<file path="src/rtl/nic_pkg.sv">
// Shared constants for the ring NIC: CPU-side register map and status bit positions.
package nic_pkg;

  localparam logic [1:0] NIC_IN_BUF   = 2'b00;
  localparam logic [1:0] NIC_IN_STAT  = 2'b01;
  localparam logic [1:0] NIC_OUT_BUF  = 2'b10;
  localparam logic [1:0] NIC_OUT_STAT = 2'b11;

  // Status bit positions counted from the least-significant end of the word;
  // on the big-endian [0:W-1] bus the actual index is W-1-<position>.
  localparam int FULL_BIT = 0;
  localparam int DROP_BIT = 1;

endpackage

</file>
<file path="src/rtl/nic_channel_buffer.sv">
// One-entry packet buffer with full flag; a push while full is refused and
// reported on the combinational drop pulse.
module nic_channel_buffer #(
  parameter int WIDTH = 64
) (
  input  logic             clk,
  input  logic             reset,
  input  logic             push,
  input  logic             pop,
  input  logic [0:WIDTH-1] d_in,
  output logic [0:WIDTH-1] data,
  output logic             full,
  output logic             drop
);

  always_ff @(posedge clk) begin
    if (reset) begin
      data <= '0;
      full <= 1'b0;
    end else if (push && !full) begin
      data <= d_in;
      full <= 1'b1;
    end else if (pop) begin
      full <= 1'b0;
    end
  end

  // A push that coincides with a pop still sees the old full flag and is refused.
  assign drop = push & full;

endmodule

</file>
<file path="src/rtl/nic_ring_interface.sv">
// CPU-to-ring NIC: two one-entry channel buffers behind a 4-location register
// file, with polarity-gated injection and a sticky output drop flag.
module nic_ring_interface
  import nic_pkg::*;
#(
  parameter int DATA_WIDTH = 64,
  parameter int ADDR_WIDTH = 2,
  parameter int VC_BIT     = 0
) (
  input  logic                  clk,
  input  logic                  reset,
  input  logic [ADDR_WIDTH-1:0] addr,
  input  logic [0:DATA_WIDTH-1] d_in,
  output logic [0:DATA_WIDTH-1] d_out,
  input  logic                  nicEn,
  input  logic                  nicWrEn,
  input  logic                  net_si,
  output logic                  net_ri,
  input  logic [0:DATA_WIDTH-1] net_di,
  output logic                  net_so,
  input  logic                  net_ro,
  output logic [0:DATA_WIDTH-1] net_do,
  input  logic                  net_polarity
);

  logic [0:DATA_WIDTH-1] in_data, out_data;
  logic                  in_full, out_full;
  logic                  in_drop_unused, out_drop;
  logic                  drop_flag;
  logic                  cpu_rd, cpu_wr;
  logic                  in_push, in_pop, out_push;
  logic [0:DATA_WIDTH-1] in_stat, out_stat;

  assign cpu_rd   = nicEn & ~nicWrEn;
  assign cpu_wr   = nicEn & nicWrEn;

  assign net_ri   = ~in_full;
  assign in_push  = net_si & net_ri;
  assign in_pop   = cpu_rd && (addr == NIC_IN_BUF);
  assign out_push = cpu_wr && (addr == NIC_OUT_BUF);

  assign net_so   = out_full & net_ro & (out_data[VC_BIT] == net_polarity);
  assign net_do   = out_data;

  nic_channel_buffer #(.WIDTH(DATA_WIDTH)) u_in_buf (
    .clk   (clk),
    .reset (reset),
    .push  (in_push),
    .pop   (in_pop),
    .d_in  (net_di),
    .data  (in_data),
    .full  (in_full),
    .drop  (in_drop_unused)
  );

  nic_channel_buffer #(.WIDTH(DATA_WIDTH)) u_out_buf (
    .clk   (clk),
    .reset (reset),
    .push  (out_push),
    .pop   (net_so),
    .d_in  (d_in),
    .data  (out_data),
    .full  (out_full),
    .drop  (out_drop)
  );

  // Read-to-clear: the status read returns the flag value before the clear.
  always_ff @(posedge clk) begin
    if (reset)
      drop_flag <= 1'b0;
    else if (out_drop)
      drop_flag <= 1'b1;
    else if (cpu_rd && (addr == NIC_OUT_STAT))
      drop_flag <= 1'b0;
  end

  always_comb begin
    in_stat  = '0;
    out_stat = '0;
    in_stat[DATA_WIDTH-1-FULL_BIT]  = in_full;
    out_stat[DATA_WIDTH-1-FULL_BIT] = out_full;
    out_stat[DATA_WIDTH-1-DROP_BIT] = drop_flag;
  end

  always_comb begin
    d_out = '0;
    if (cpu_rd) begin
      case (addr)
        NIC_IN_BUF:   d_out = in_data;
        NIC_IN_STAT:  d_out = in_stat;
        NIC_OUT_STAT: d_out = out_stat;
        default:      d_out = '0;
      endcase
    end
  end

endmodule

</file>
<file path="config.mk">
export PLATFORM = sky130hd
export DESIGN_NAME = nic_ring_interface
export DESIGN_NICKNAME = d
export VERILOG_FILES = /design/src/rtl/nic_pkg.sv /design/src/rtl/nic_channel_buffer.sv /design/src/rtl/nic_ring_interface.sv
export SDC_FILE = /design/constraint.sdc
export NUM_CORES = 1
export LEC_CHECK = 0
export CORE_AREA = 4 4 102 104
export DETAILED_ROUTE_END_ITERATION = 7
export DIE_AREA = 0 0 106 108
export DONT_BUFFER_PORTS = 1
export PLACE_DENSITY = 0.87
export SYNTH_ARGS = -nofsm -noshare
export SYNTH_HDL_FRONTEND = slang
export SYNTH_SLANG_ARGS = --single-unit
</file>
<file path="constraint.sdc">
create_clock -name clk -period 2.47 [get_ports clk]
set_clock_uncertainty 0.05 [all_clocks]
set_input_delay 0.494 -clock clk [delete_from_list [all_inputs] [get_ports clk]]
set_output_delay 0.494 -clock clk [all_outputs]
set_load 0.03 [all_outputs]
</file>
# After elaboration in Yosys (flattened, before gate mapping)
# Index checks and enable logic that the tools add are counted.
[op_classes] n_eq_ne=4 muxes=8 bitwise_logic=8 reduce_logical=11
[ops] cell="$pmux 64 s3" count=1
[ops] cell="$mux 64" count=1
[ops] cell="$and 1x1->1" count=6
[ops] cell="$mux 1" count=6
[ops] cell="$reduce_bool 2->1" count=3
[ops] cell="$logic_and 1x1->1" count=5
[ops] cell="$eq 2x2->1 const B" count=2
[ops] cell="$eq 2x1->1 const B" count=1
[ops] cell="$logic_not 1->1" count=2
[ops] cell="$logic_not 2->1" count=1
[ops] cell="$not 1->1" count=2
[ops] cell="$eq 1x1->1" count=1
[totals] regBits=131 output_inout_bits=130 wordCells=36

# Logic depth before layout (Yosys ltp)
# Gate-level depths: netlist (run 1).
[logic_depth] word_depth=5 mapped_depth=6 mapped_depth_nobuf=3

# Hierarchy
# A second synthesis (run 1) with hierarchy kept.
[unflattened] cells_unflattened=679 hier_area_um2=6795.3
[by_module_without_submodules] mod="nic_channel_buffer" n_inst=2 cells_each=296 area_each_um2=3111.7 seq_area_each_um2=1301.2
[by_module_without_submodules] mod="nic_ring_interface" n_inst=1 cells_each=87 area_each_um2=571.8 seq_area_each_um2=20.0

# Worst setup path after synthesis (run 1)
# No wires, ideal clock.
[synth_timing] kind="input -> output" start="in addr[0]" end="out d_out[10] in the netlist's numbering" t_arrival_ps=1536 t_required_ps=1926 slack_ps=390 cell_stages=4 n_path_buf=2 path_cell_list="buf_2 nor3_2 clkbuf_1 and2_1"
[synth_via] elab_chain_cells=3 word_cells_on_any_way=5 cone_classes="eq/ne: 2; mux: 2; reduce/logical: 1"
[synth_rtl] element="start, declared" line="nic_ring_interface.sv:12" rtl="input logic [ADDR_WIDTH-1:0] addr,"
[synth_rtl] element="$eq 2x2->1 (tied with other cells)" line="nic_ring_interface.sv:88" rtl="case (addr)"
[synth_rtl] element="$pmux 64 s3 (*)" line="nic_ring_interface.sv:88"
[synth_rtl] element="$mux 64 (*)" line="nic_ring_interface.sv:87" rtl="if (cpu_rd) begin"
[synth_rtl] element="end, declared" line="nic_ring_interface.sv:14" rtl="output logic [0:DATA_WIDTH-1] d_out,"
# Mark *: on every way between the ends. The rest lies on a longest branch, timed or not.

# Worst setup path in the final report (run 1)
[layout_timing] start="reg u_in_buf.full" end="out d_out[63] in the netlist's numbering"
[layout_via] elab_chain_cells=2
[layout_rtl] element="start, declared" line="nic_channel_buffer.sv:12" rtl="output logic full,"
[layout_rtl] element="start signal, assigned" line="nic_channel_buffer.sv:19" rtl="full <= 1'b0;"
[layout_rtl] element="start signal, assigned" line="nic_channel_buffer.sv:22" rtl="full <= 1'b1;"
[layout_rtl] element="start signal, assigned" line="nic_channel_buffer.sv:24" rtl="full <= 1'b0;"
[layout_rtl] element="$pmux 64 s3" line="nic_ring_interface.sv:88"
[layout_rtl] element="$mux 64" line="nic_ring_interface.sv:87"
# No other way between the ends.

==> results of run 1 <==
[final cells by class]
cell class	instances	area, um2	share of cell area
Clock buffer	21	459	0.0740
Clock inverter	5	57.6	0.00927
Inverter	2	7.51	0.00121
Multi-Input combinational cell	470	2820	0.454
Sequential cell	131	2620	0.422
Tap cell	133	166	0.0268
Timing Repair Buffer	5	77.6	0.0125
[cell families after synthesis]
group	synth area share
simple gates	0.309
flops	0.458
compound gates	0.0649
mux	0.114
buf+inv	0.0529
xor+xnor	0.00153
[per-layer routing]
metal | up-vias | global-route usage
li1 | 2021 | -
met1 | 1860 | 0.235
met2 | 196 | 0.355
met3 | 14 | 0.0872
met4 | 0 | 0.0860
met5 | - | 0
[power by group]
| group | leakage, uW | switching [uW] | internal [uW] |
|---|---|---|---|
| clock network | 0.000246 | 793 | 1380 |
| registers | 0.00107 | 94.6 | 2200 |
| logic | 0.000925 | 147 | 125 |
[through the flow]
step | instance area (um2) | worst slack, ps | cells
floorplan | 5730 | 390 | 653
global placement | 5680 | 524 | 740
detailed placement | 5680 | 472 | 740
CTS | 6210 | 198 | 767
global route | 6210 | 128 | 767
finish | 6210 | 246 | 767
[placed cells by master, fill, tap and decap left out, drive strengths merged, types with 2 or more instances in the layout]
| master | n |
|---|---|
| dfxtp | 131 |
| nand2b | 130 |
| nand2 | 130 |
| a21oi | 66 |
| mux2i | 65 |
| and2 | 62 |
| clkbuf | 21 |
| buf | 4 |
| nor2 | 3 |
| nand3 | 3 |
| clkinvlp | 3 |
| inv | 2 |
| nor3 | 2 |
[critical path: stages (launching register included)]
cell	delay, ps
dfxtp_1	450
mux2i_1	130
o21a_1	180
nor2_1	440
[flip-flops by register name (all words and copies together), names as in the netlist]
register        count
u_in_buf.data      64
u_out_buf.full      1
u_in_buf.full       1
drop_flag           1
u_out_buf.data     64
[worst min-delay path by stage]
stage,to,depth (start not counted)
final,u_in_buf.data[19]$_SDFFE_PP0P_,1
after global placement,u_in_buf.data[50]$_SDFFE_PP0P_,2
after floorplan,u_in_buf.data[0]$_SDFFE_PP0P_,2
after global routing,u_in_buf.data[44]$_SDFFE_PP0P_,1
after detailed placement,u_in_buf.data[50]$_SDFFE_PP0P_,2
after CTS,u_in_buf.data[17]$_SDFFE_PP0P_,1
==> out/results.ini, run 1 <==
[clock_network]
clk_pin_slew_ps = 50
cts_buffer_depth = 2
ctsResizeCount = 0
htree_levels = 4
clockRootBuffer = clkbuf_8
cts_buffers = 17
clock_sinks = 131
clock_latency_ps = 490
postCtsSetupBuffers = 0
cts_tree = yes
cts_hold_buf = 1

[final_layout]
utilization = 0.650
drive_gt1_frac = 0.0536
area_growth_pct = 8.41
nets = 764
n_fill_cell = 761
n_antenna_cell = 0

[synth]
synthTopCellsByCount = 131 x dfxtp_1, 130 x nand2b_1, 129 x nand2_1
seq_area_frac_synth = 0.458
syn_area_um2 = 5730
yosysMostFrequentCell = dfxtp_1
synthCells = 653
synth_seq_cells = 131
syn-num-nets = 790
synthFlopType = dfxtp_1
synth_edf_count = 0
yosysWarningCount = 0
synthArstFlopShare = 0
yosys-top-cells-area = dfxtp_1 46%, nand2b_1 14%, mux2i_1 11%
yosys.area.top_type = dfxtp_1
syn_avg_cell_area_um2 = 8.77
synth_top_area_frac = 0.458
yosysUniqueCellTypes = 27

[floorplan]
dieWidth_um = 106
ios = 267
die_y_um = 108
start_util = 0.600
coreArea_um2 = 9550
num_rows = 36
die_area_um2 = 11400

[drt]
dr_wl_met3_mm = 1.24
routed.top_layer = met4
wl_per_cell_um = 16.3
firstDrtPassIters = 4
avgViaCountPerCell = 5.33
drt_iter0_drc = 266
wl_mm = 12.5
met1_length_mm = 4.85
antenna_left = 0
wl_met2_mm = 6.26
vias = 4091
route.detailed.drc = 0

[timing]
finalCriticalPeriod_ps = 2220
fmax_ghz = 0.450
hold_viol_final = 0
fin_tns_setup_ps = 0
post-route-period-util = 0.900
max-slew-margin-rel = 0.571
finalSetupViolCount = 0
rsz0062_at_grt = false
hold_ws_ps = 65.0
tightest_slew_ps = 646
slew_violations = 0

[critical_path]
start_kind = flip-flop
worst_setup_path_end_kind = output pin
endpoint = d_out[63]
worstPathRequired_ps = 1930
crit_path_start = u_in_buf.full$_SDFFE_PP0P_
r2r_slack_ps = 860
arrival_ps = 1680
r2r_end = u_out_buf.data[46]$_SDFFE_PP0P_
path_max_fanout = 6
rr_startpoint = u_out_buf.full$_SDFFE_PP0P_
ff2ff_path_depth = 3
path_class = flip-flop to output pin

[placement]
dp_hpwl_mm = 9.08
port_buffers = 0
place.gp.congestion = 0.911

[outcome]
status = completed

[global_routing]
grt_pass1_vias = 3936
grtUsageTotal = 0.210
overflow = 0
grt_pass1_wl_mm = 19.2
grt_max_degree = 195
grt_antenna_before_repair = 0

[pwr]
total_power_uw = 4740
ir_worst_vdd_uv = 442
p_per_area_nw_per_um2 = 763
leakage_uw = 0.00224

[run]
maxCapViolations = 0

[worst_hold_path]
hold_class = input pin to flip-flop
min_from = reset

Note: power is estimated with default switching activity, not from simulation.
==> run 2, diff against run 1 <==
CORE_AREA = unset   (was 4 4 102 104)
CORE_MARGIN = 4   (was unset)
CORE_UTILIZATION = 65   (was unset)
DIE_AREA = unset   (was 0 0 106 108)
PLACE_DENSITY = 0.92   (was 0.87)
SYNTH_HIERARCHICAL = 1   (was unset)
==> run 2 against run 1 <==
Against the previous run:
- die area increased by 6.1%
- combinational power grew 53%
- non-clock buffer count increased by 43
- maximum frequency down 0.19%
- largest cell class unchanged
- global-route usage up 5.4 points
- utilization is 11 points higher
- final area up 25%
- worst setup slack worse by 4.3 ps
- register-to-register slack lost 60 ps
- synthesized cell count increased by 3.8%
- sequential share of layout area shrank 8.4 points
- highest routed layer unchanged
==> out/results.ini, run 2 <==
[critical_path]
endpoint = d_out[62]
r2r_slack_ps = 800  ; -60 ps
crit_path_start = u_in_buf/data[62]$_SDFFE_PP0P_
r2r_end = u_in_buf/data[37]$_SDFFE_PP0P_
ff2ff_path_depth = 5  ; +2
path_class = flip-flop to output pin
worstPathRequired_ps = 1930  ; about the same
start_kind = flip-flop
rr_startpoint = u_in_buf/full$_SDFFE_PP0P_
worst_setup_path_end_kind = output pin
path_max_fanout = 2  ; -4
arrival_ps = 1680  ; about the same

[synth]
synthCells = 678  ; +3.8%
yosysWarningCount = 6  ; +6
syn_area_um2 = 6790  ; +19%
syn-num-nets = 815  ; +3.2%
syn_avg_cell_area_um2 = 10.0  ; +14%

[drt]
vias = 4994  ; +22%
drt_iter0_drc = 474  ; +78%
firstDrtPassIters = 4  ; unchanged
wl_per_cell_um = 21.0  ; +28%
avgViaCountPerCell = 6.11  ; +15%
antenna_left = 0  ; unchanged
wl_mm = 17.1  ; +37%
route.detailed.drc = 0  ; unchanged

[outcome]
status = completed

[clock_network]
clock_latency_ps = 500  ; about the same
clock_sinks = 131  ; unchanged
postCtsSetupBuffers = 0  ; unchanged
cts_buffers = 17  ; unchanged
ctsResizeCount = 0  ; unchanged
clk_pin_slew_ps = 60  ; about the same
cts_hold_buf = 1  ; unchanged
cts_buffer_depth = 2  ; unchanged
htree_levels = 4  ; unchanged
cts_tree = yes
clockRootBuffer = clkbuf_8

[floorplan]
ios = 267  ; unchanged
dieWidth_um = 110  ; +4.0%
die_area_um2 = 12100  ; +6.1%
num_rows = 37  ; +2.8%
start_util = 0.664  ; +0.0640
coreArea_um2 = 10200  ; +7.1%
die_y_um = 110  ; +2.0%

[final_layout]
final_cell_mix = 130 x dfxtp_1, 129 x nand2b_1, 128 x nand4bb_1, 63 x and2_1
final_cells = 817  ; +6.5%
drive_gt1_frac = 0.214  ; +0.161
final_common_cell = dfxtp_1
area_growth_pct = 14.1
utilization = 0.757  ; +0.107
nets = 806  ; +5.5%
reg.largest.list = u_in_buf/data (64), u_out_buf/data (64)
n_antenna_cell = 0  ; unchanged

[timing]
finalCriticalPeriod_ps = 2230  ; +4.31 ps
max-slew-margin-rel = 0.661  ; +0.0898
hold_viol_final = 0  ; unchanged
rsz0062_at_grt = false
fin_tns_setup_ps = 0  ; unchanged
post-route-period-util = 0.902  ; +0.00175
hold_ws_ps = 65.9  ; +0.854 ps
slew_violations = 0  ; unchanged
finalSetupViolCount = 0  ; unchanged
fmax_ghz = 0.449  ; -0.19%
tightest_slew_ps = 509  ; -137 ps

[pwr]
leakage_uw = 0.00264  ; +18%
ir_worst_vdd_uv = 400  ; -9.5%
p_per_area_nw_per_um2 = 680  ; -11%

[global_routing]
grt_pass1_wl_mm = 25.0  ; +31%
grt_antenna_before_repair = 0  ; unchanged
grt_max_degree = 260  ; +33%
grtUsageTotal = 0.264  ; +0.0540
overflow = 0  ; unchanged
grt_pass1_vias = 4895  ; +24%

[placement]
port_buffers = 0  ; unchanged
dp_hpwl_mm = 11.2  ; +23%
dpl.cell_count = 785  ; +6.1%
place.gp.congestion = 0.830  ; -8.9%

[run]
maxCapViolations = 0  ; unchanged

[worst_hold_path]
hold_class = input pin to flip-flop

-- run 2: where the power goes --
part           internal, uW  leakage (uW)  switching (uW)  total (uW)
registers              2210       0.00107             103        2310
logic                   206       0.00129             211         417
clock network          1630      0.000289             909        2540
-- run 2: area by class of cell --
type	count	area [um2]
fillers	637	2480
well taps	136	170
multi-input cells	469	3690
clock buffers	17	414
repair buffers	48	651
inverters	2	7.51
clock inverters	14	189
flip-flops and latches	131	2620
-- run 2: how the worst min path moves through the flow --
stage | depth (start not counted) | to | startpoint
after floorplan | 2 | u_in_buf/data[15]$_SDFFE_PP0P_ | u_in_buf/data[15]$_SDFFE_PP0P_
after global placement | 2 | u_in_buf/data[26]$_SDFFE_PP0P_ | u_in_buf/data[26]$_SDFFE_PP0P_
after detailed placement | 2 | u_in_buf/data[21]$_SDFFE_PP0P_ | u_in_buf/data[21]$_SDFFE_PP0P_
after CTS | 1 | u_out_buf/full$_SDFFE_PP0P_ | reset
after global routing | 1 | u_out_buf/full$_SDFFE_PP0P_ | reset
final | 1 | u_out_buf/full$_SDFFE_PP0P_ | reset
-- run 2: layer usage --
layer / global-route usage / vias up / routed length [um]
li1: - / 2372 / -
met1: 0.284 / 2363 / 6220
met3: 0.104 / 35 / 1790
met4: 0.115 / 0 / 463
met5: 0 / - / 0
met2: 0.457 / 224 / 8660
-- run 2: metrics by stage --
stage	total power [uW]	instance area, um2	worst slack, ps
after global placement	2750	7130	512
after floorplan	2750	6790	486
after global routing	5440	7750	169
after CTS	5310	7750	220
after detailed placement	2770	7130	470
final	5270	7750	241
-- run 2: worst max-delay path, cell delays in order (launching register included) --
cell and delay [ps]:
dfxtp_1 370, or3b_2 460, a21oi_1 170, buf_4 190
